File: src/rtl/int_arbiter_if.sv
// CPU register bus and interrupt lines of the interrupt arbiter.
// master = CPU/platform side, slave = arbiter side.
interface int_arbiter_if;
    logic [3:2]  addr;
    logic [31:0] Din;
    logic        we;
    logic [31:0] Dout;
    logic [3:0]  irq_in;
    logic        int_ack;
    logic        irq_out;

    modport master (
        output addr, Din, we, irq_in, int_ack,
        input  Dout, irq_out
    );

    modport slave (
        input  addr, Din, we, irq_in, int_ack,
        output Dout, irq_out
    );
endinterface

File: src/rtl/int_arbiter.sv
// Four-source edge-captured interrupt arbiter, fixed priority
// (source 0 highest), with MASK/PEND/VECT/EOI CPU registers.
module int_arbiter #(
    parameter int NSRC    = 4,
    parameter bit EOI_ANY = 1'b1
) (
    input logic          clk,
    input logic          reset,
    int_arbiter_if.slave bus
);
    typedef enum logic [1:0] {
        IDLE  = 2'd0,
        REQ   = 2'd1,
        SERVE = 2'd2
    } state_t;

    state_t            state, state_n;
    logic [NSRC-1:0]   mask;
    logic [NSRC-1:0]   pend, pend_n;
    logic [NSRC-1:0]   irq_d;
    logic [1:0]        vec_id;
    logic [NSRC-1:0]   eligible;
    logic [NSRC-1:0]   rise;
    logic [NSRC-1:0]   clr;
    logic [NSRC-1:0]   took;
    logic [1:0]        winner;
    logic              take;
    logic              wr_mask, wr_pend, wr_eoi;

    assign wr_mask  = bus.we && (bus.addr == 2'b00);
    assign wr_pend  = bus.we && (bus.addr == 2'b01);
    assign wr_eoi   = bus.we && (bus.addr == 2'b11)
                   && (EOI_ANY || (bus.Din[1:0] == vec_id));
    assign eligible = pend & mask;
    assign rise     = bus.irq_in & ~irq_d;
    assign clr      = wr_pend ? bus.Din[NSRC-1:0] : '0;

    // Lowest set index of the eligible vector wins.
    always_comb begin
        winner = 2'd0;
        for (int i = NSRC - 1; i >= 0; i--) begin
            if (eligible[i]) winner = 2'(i);
        end
    end

    // Next state; an ack only counts in REQ with something eligible.
    always_comb begin
        state_n = state;
        take    = 1'b0;
        unique case (state)
            IDLE: begin
                if (eligible != '0) state_n = REQ;
            end
            REQ: begin
                if (eligible == '0) begin
                    state_n = IDLE;
                end else if (bus.int_ack) begin
                    state_n = SERVE;
                    take    = 1'b1;
                end
            end
            SERVE: begin
                if (wr_eoi) state_n = IDLE;
            end
            default: state_n = IDLE;
        endcase
    end

    // Pending update: new edges win over CPU or arbitration clears.
    always_comb begin
        took          = '0;
        took[winner]  = take;
        pend_n        = (pend & ~clr & ~took) | rise;
    end

    // State, pending, mask, edge-history and vector registers.
    always_ff @(posedge clk or negedge reset) begin
        if (!reset) begin
            state  <= IDLE;
            pend   <= '0;
            mask   <= '0;
            irq_d  <= '0;
            vec_id <= 2'd0;
        end else begin
            state <= state_n;
            pend  <= pend_n;
            irq_d <= bus.irq_in;
            if (wr_mask) mask <= bus.Din[NSRC-1:0];
            if (take) vec_id <= winner;
        end
    end

    assign bus.irq_out = (state == REQ);

    // Combinational register read mux.
    always_comb begin
        bus.Dout = 32'd0;
        unique case (bus.addr)
            2'b00: bus.Dout = {28'd0, mask};
            2'b01: bus.Dout = {28'd0, pend};
            2'b10: bus.Dout = {state == SERVE, 28'd0, 1'b0, vec_id};
            2'b11: bus.Dout = 32'd0;
            default: bus.Dout = 32'd0;
        endcase
    end
endmodule

File: src/flat_wrapper.sv
// flat-port wrapper written by rule: the top's interface ports become plain ports
module int_arbiter_flat 
#(
    parameter int NSRC    = 4,
    parameter bit EOI_ANY = 1'b1
)
  (clk, reset, bus_addr, bus_Din, bus_we, bus_irq_in, bus_int_ack, bus_Dout, bus_irq_out);
  int_arbiter_if bus_i ();
  input logic clk;
  input logic reset;
  input wire logic [$bits(bus_i.addr)-1:0] bus_addr;
  input wire logic [$bits(bus_i.Din)-1:0] bus_Din;
  input wire logic [$bits(bus_i.we)-1:0] bus_we;
  input wire logic [$bits(bus_i.irq_in)-1:0] bus_irq_in;
  input wire logic [$bits(bus_i.int_ack)-1:0] bus_int_ack;
  output wire logic [$bits(bus_i.Dout)-1:0] bus_Dout;
  output wire logic [$bits(bus_i.irq_out)-1:0] bus_irq_out;
  assign bus_i.addr = bus_addr;
  assign bus_i.Din = bus_Din;
  assign bus_i.we = bus_we;
  assign bus_i.irq_in = bus_irq_in;
  assign bus_i.int_ack = bus_int_ack;
  assign bus_Dout = bus_i.Dout;
  assign bus_irq_out = bus_i.irq_out;
  int_arbiter #(.NSRC(NSRC), .EOI_ANY(EOI_ANY)) u_core (.clk(clk), .reset(reset), .bus(bus_i));
endmodule
File: config.mk
export PLATFORM = sky130hd
export DESIGN_NAME = int_arbiter_flat
export DESIGN_NICKNAME = d
export VERILOG_FILES = /design/src/rtl/int_arbiter_if.sv /design/src/rtl/int_arbiter.sv /design/src/flat_wrapper.sv
export SDC_FILE = /design/constraint.sdc
export NUM_CORES = 1
export LEC_CHECK = 0
export CORE_MARGIN = 2
export CORE_UTILIZATION = 36
export DETAILED_ROUTE_END_ITERATION = 12
export PLACE_DENSITY = 0.87
export SYNTH_ARGS = -nofsm -noshare
export SYNTH_HDL_FRONTEND = slang
export SYNTH_SLANG_ARGS = --single-unit
File: constraint.sdc
create_clock -name clk -period 2.7 [get_ports clk]
set_input_delay 0.54 -clock clk [delete_from_list [all_inputs] [get_ports clk]]
set_output_delay 0.54 -clock clk [all_outputs]
set_load 0.005 [all_outputs]
# --- After elaboration in Yosys (flattened, before gate mapping) ---
# Cells that the tools add are included.
word_totals:
  ff_bits: 16
  wordCells: 49
op_classes:
  order_cmp: 2
  eq_ne: 8
  n_mux: 16
  bitwise: 9
  reduce_logical: 9
ops:
  columns: ["op", "n"]
  rows:
  - ["$pmux 32 s4", 1]
  - ["$and 4x4->4", 5]
  - ["$mux 2", 8]
  - ["$not 4->4", 3]
  - ["$eq 2x2->1 const B", 3]
  - ["$pmux 2 s3", 1]
  - ["$eq 2x1->1 const B", 2]
  - ["$logic_and 1x1->1", 4]
  - ["$logic_not 2->1", 2]
  - ["$logic_not 4->1", 1]
  - ["$mux 1", 4]
  - ["$mux 4", 1]
  - ["$ne 2x1->1 const B", 2]
  - ["$or 4x4->4", 1]
  - ["$reduce_bool 4->1", 1]
  - ["$lt 2x3->1 const B", 1]
  - ["$ne 3x2->1 const B", 1]
  - ["$reduce_and 3->1", 1]
  - ["$demux 1 s2", 1]
  - ["$ge 2x1->1 const B", 1]

# --- Longest topological paths before layout ---
logic_depth:
  ltp_word: 13
  mapped_depth: 4

# --- Least setup slack after synthesis ---
# Ideal clock, no wire load.
synth_timing:
  path_kind: "in2out"
  startpoint: "input port bus_addr[0]"
  endpoint: "output port bus_Dout[0]"
  arrival_time_ns: 0.947
  required_ns: 2.160
  path_slack_ns: 1.213
  stages: 4
  path_buffers: 1
  cell_sequence: "buf_6 nor2b_1 nand2_1 o21ai_0"
synth_via:
  elab_chain_cells: 2
synth_lines:
  columns: ["item", "line", "rtl"]
  rows:
  - ["start, declared", "flat_wrapper.sv:11", "input wire logic [$bits(bus_i.addr)-1:0] bus_addr;"]
  - ["$eq 2x2->1, or another cell as far along", "int_arbiter.sv:98", "unique case (bus.addr)"]
  - ["$pmux 32 s4 (*)", "int_arbiter.sv:98", null]
  - ["end, declared", "flat_wrapper.sv:16", "output wire logic [$bits(bus_i.Dout)-1:0] bus_Dout;"]
# Every way passes the cells marked *; elsewhere a longest branch is shown, timed or not. The select of a mux whose other input is x is not followed.

# --- Final worst setup path ---
layout_timing:
  startpoint: "input port bus_addr[0]"
  endpoint: "output port bus_Dout[2]"
# Same word-level chain as after synthesis.

==> impl_summary.md <==
Outcome
The run finished with clean final reports.

Floorplanning
The floorplan step defined a die boundary enclosing 3270 sq um. The area inside the core boundary is 2710 sq um. After floorplanning, the core was divided into 19 placement rows. The count of boundary I/O pins is 75. The floorplan step set the die width to 57.2 microns. The initial core utilization is 0.376.

The die outline height is 57.2 microns.

Synth
The register bit count reported by yosys is 16. Of the total synthesized cell area, the portion taken by XOR and XNOR cells is 0. Of all cell types, the one taking the most synthesized area is sky130_fd_sc_hd__dfrtp_1.

Of the post-synthesis cell area, the dominant cell type holds 0.393. The post-synthesis compound-gate area fraction is 0.123. The synthesized area is 1020 sq um. The count of distinct cell types in the synthesized netlist is 26. The number of standard cells after synthesis is 102. By area, the combinational part of the netlist is dominated by buffers and inverters.

The adder-cell area share of the yosys netlist is 0. The total number of yosys warnings is 0. For this run, the register share of the synthesized area comes to 0.393.

The multiplexer area fraction after synthesis is 0.0835. The average size of a mapped cell is 9.99 sq um. In this run, synthesis inferred 0 flip-flops with an integrated enable. Yosys attributes the largest share of cell area to sky130_fd_sc_hd__dfrtp_1 39%, sky130_fd_sc_hd__buf_4 20%, sky130_fd_sc_hd__mux2_2 4.4%, sky130_fd_sc_hd__mux2i_1 3.9%, sky130_fd_sc_hd__nand2_1 3.7%. The primary flip-flop cell chosen by synthesis mapping is sky130_fd_sc_hd__dfrtp_1. After synthesis, the share of flip-flops with an asynchronous set or reset is 1.00.

The fraction of the mapped netlist area in simple logic gates is 0.150.

Clock tree
The later pin in the worst-skew pair is clocked with a latency of 0.29 ns. The clock net in this run drives a total of 16 sinks. The number of hold buffers added after CTS is 0. The root buffer cell is sky130_fd_sc_hd__clkbuf_4. TritonCTS built the clock tree. The number of buffers between clock root and the deepest sink is 2. Counting the buffers created by CTS gives 3. The number of gates resized after CTS was 0. Clock-pin slew was measured on the worst setup and hold paths at 0.09 ns.

CTS built an H-tree with a depth of 1. The number of setup buffers added after CTS is 0.

STA
The number of hold violations in the final report is 0. Timing would allow up to 393 MHz. The number of setup violations in the final report is 0. The number of slew-limit violations in the final report was 0. The clock arrives with 0.00335 ns of skew. The worst path needs 2.54 ns of the cycle, external delays included. The headroom to the max-slew limit is 0.510. The final worst-path cycle share is 0.942.

Summed over all failing endpoints, the final setup total negative slack is 0 ns. Setup repair after global routing left no endpoint under its margin. The actual slew at the worst max-slew pin is 0.733 ns.

Detailed routing
For this run, design rule violations remaining after detail routing come to 0. The total wire length is 1.79 mm. The pre-antenna-repair detailed-routing pass consisted of 2 iterations. The first routing iteration left 2 violations. The wire length per cell is 11.7 microns.

The routed layout has 712 vias. In this run the remaining antenna-violating nets after routing total 0. The number of vias per cell after detailed routing is 4.65.

Hold path
In this run the worst hold path is classified as flop to flop.

Setup path
The data required time of the worst path is 2.16 ns. The worst setup path is launched from an input port. The critical register-to-register path startpoint is u_core.state[1]$_DFFE_PN0P_. Counting cells, the worst reg-to-reg path comes to 3. The end point of the critical path is bus_Dout[2]. The critical path data arrival time is 2.00 ns. The critical path starts at bus_addr[0]. The critical path class is input port to primary output. The reg2reg setup slack is 1.39 ns. The type of destination of the critical path is a primary output. The maximum fanout encountered on the critical timing path is 6. The worst register-to-register path ends at u_core.pend[1]$_DFF_PN0_.

Place
The routability congestion estimate is 0.824. The count of port buffers added during placement is 19. Once placement finished, the instance area stood at 1120 sq um.

The HPWL after detailed placement is 1.42 mm.

Finish
After the last flow step, the layout net total stands at 166. Measured on the finished design, the core utilization comes to 0.423. The finished cells cover 1150 sq um. The antenna diode count is 0. In the final layout, the share of cells above drive strength 1 is 0.0984. The area growth from synthesis to final layout is 12.5%.

Run
The count of maximum capacitance violations is 0.

Power and ir drop
In this run the static leakage power is 0.000521 uW. The peak ir drop on the vdd network is 0.000274 V. The total power divided by cell area is 659 nW/um^2. Total power for the finished layout comes to 755 uW.

GRT
The all-layer global routing usage is 0.110. The number of global-route vias before repair is 632. The first-pass GRT wire length is 2.75 mm.

For this run the aggregate overflow at the end of global routing stands at 0. The initial antenna violation count is 0. Entering global routing, the biggest net connects 17 pins.
## cells in the mapped netlist, types with 2 or more instances
library cell	n
sky130_fd_sc_hd__buf_4	27
sky130_fd_sc_hd__buf_6	3
sky130_fd_sc_hd__a21oi_1	4
sky130_fd_sc_hd__o21ai_0	4
sky130_fd_sc_hd__nor2b_1	2
sky130_fd_sc_hd__nor2_1	3
sky130_fd_sc_hd__a22oi_1	2
sky130_fd_sc_hd__mux2i_1	4
sky130_fd_sc_hd__and3b_1	2
sky130_fd_sc_hd__mux2_2	4
sky130_fd_sc_hd__dfrtp_1	16
sky130_fd_sc_hd__inv_1	4
sky130_fd_sc_hd__nand2_1	10
sky130_fd_sc_hd__nand3_1	2
sky130_fd_sc_hd__a22o_1	2
sky130_fd_sc_hd__a32o_1	3
## cell families after synthesis
| kind of cell | after synthesis |
|---|---|
| AOI/OAI and AO/OA | 18 |
| buffers and inverters | 34 |
| and+or+nand+nor | 25 |
| other | 1 |
| muxes | 8 |
| DFF | 16 |
## final cells by class
class | count | area, sq um
repair buffers | 21 | 205
inverters | 4 | 15.0
multi-input cells | 78 | 464
fillers | 279 | 1560
flip-flops and latches | 16 | 400
clock buffers | 3 | 22.5
well taps | 31 | 38.8
## report_power, final
part / internal [uW] / total, uW / switching, uW
sequential: 303 / 367 / 64.0
clock: 51.9 / 128 / 76.1
combinational: 148 / 261 / 113
total: 502 / 755 / 253
## critical path, stage by stage
cell,delay (ns)
sky130_fd_sc_hd__clkdlybuf4s50_1,0.53
sky130_fd_sc_hd__buf_4,0.19
sky130_fd_sc_hd__mux2i_1,0.08
sky130_fd_sc_hd__nor2_1,0.14
sky130_fd_sc_hd__clkdlybuf4s50_1,0.52
## stage by stage
| stage | std cells | hold WS (ns) | setup WS, ns |
|---|---|---|---|
| after global placement | 150 | 0.470 | 0.184 |
| after detailed placement | 150 | 0.481 | 0.159 |
| after floorplan | 128 | 0.244 | 1.21 |
| after global routing | 153 | 0.511 | 0.0756 |
| after CTS | 153 | 0.493 | 0.154 |
| final | 153 | 0.494 | 0.157 |
## worst min-delay path by stage
stage	cells after the start	startpoint	end	slack, ns
final	1	u_core.state[1]$_DFFE_PN0P_	u_core.state[0]$_DFFE_PN0P_	0.49
after global routing	1	u_core.state[1]$_DFFE_PN0P_	u_core.state[0]$_DFFE_PN0P_	0.51
after CTS	1	u_core.state[1]$_DFFE_PN0P_	u_core.state[0]$_DFFE_PN0P_	0.49
after detailed placement	1	u_core.state[1]$_DFFE_PN0P_	u_core.state[0]$_DFFE_PN0P_	0.48
after global placement	1	u_core.state[1]$_DFFE_PN0P_	u_core.state[0]$_DFFE_PN0P_	0.47
after floorplan	0	reset	u_core.irq_d[0]$_DFF_PN0_	0.24
## state kept, by name, summed over array words and instances (netlist names)
register / flops
u_core.pend: 4
u_core.vec_id: 2
u_core.mask: 4
u_core.irq_d: 4
u_core.state: 2
## metal layers
| layer | vias up | GRT usage | routed length, microns | share of wire |
|---|---|---|---|---|
| met5 | - | 0 | 0 | 0 |
| met4 | 0 | 0.0399 | 17 | 0.0095 |
| met2 | 28 | 0.195 | 921 | 0.51 |
| met3 | 2 | 0.0317 | 130 | 0.073 |
| met1 | 344 | 0.124 | 724 | 0.40 |
| li1 | 338 | - | - | - |
## placed cells by master (no fill, tap or decap)
cell type                         instances
sky130_fd_sc_hd__conb_1                  27
sky130_fd_sc_hd__clkdlybuf4s50_1         19
sky130_fd_sc_hd__dfrtp_1                 16
sky130_fd_sc_hd__nand2_1                 10
sky130_fd_sc_hd__mux2i_1                  4
sky130_fd_sc_hd__o21ai_0                  4
sky130_fd_sc_hd__inv_1                    4
sky130_fd_sc_hd__a21oi_1                  4
sky130_fd_sc_hd__mux2_2                   4
sky130_fd_sc_hd__nor2_1                   3
sky130_fd_sc_hd__a32o_1                   3
sky130_fd_sc_hd__clkbuf_4                 3
sky130_fd_sc_hd__nor2b_1                  2
sky130_fd_sc_hd__and3b_1                  2
sky130_fd_sc_hd__a22oi_1                  2
sky130_fd_sc_hd__nand3_1                  2
sky130_fd_sc_hd__a22o_1                   2
sky130_fd_sc_hd__buf_4                    2
sky130_fd_sc_hd__and2b_1                  1
sky130_fd_sc_hd__nand3_2                  1
sky130_fd_sc_hd__and4bb_2                 1
sky130_fd_sc_hd__nand4b_1                 1
sky130_fd_sc_hd__a41oi_1                  1
sky130_fd_sc_hd__and2_1                   1
sky130_fd_sc_hd__nor3b_4                  1
sky130_fd_sc_hd__a211oi_1                 1
sky130_fd_sc_hd__o22ai_1                  1
Power figures use the tool's default switching activity.
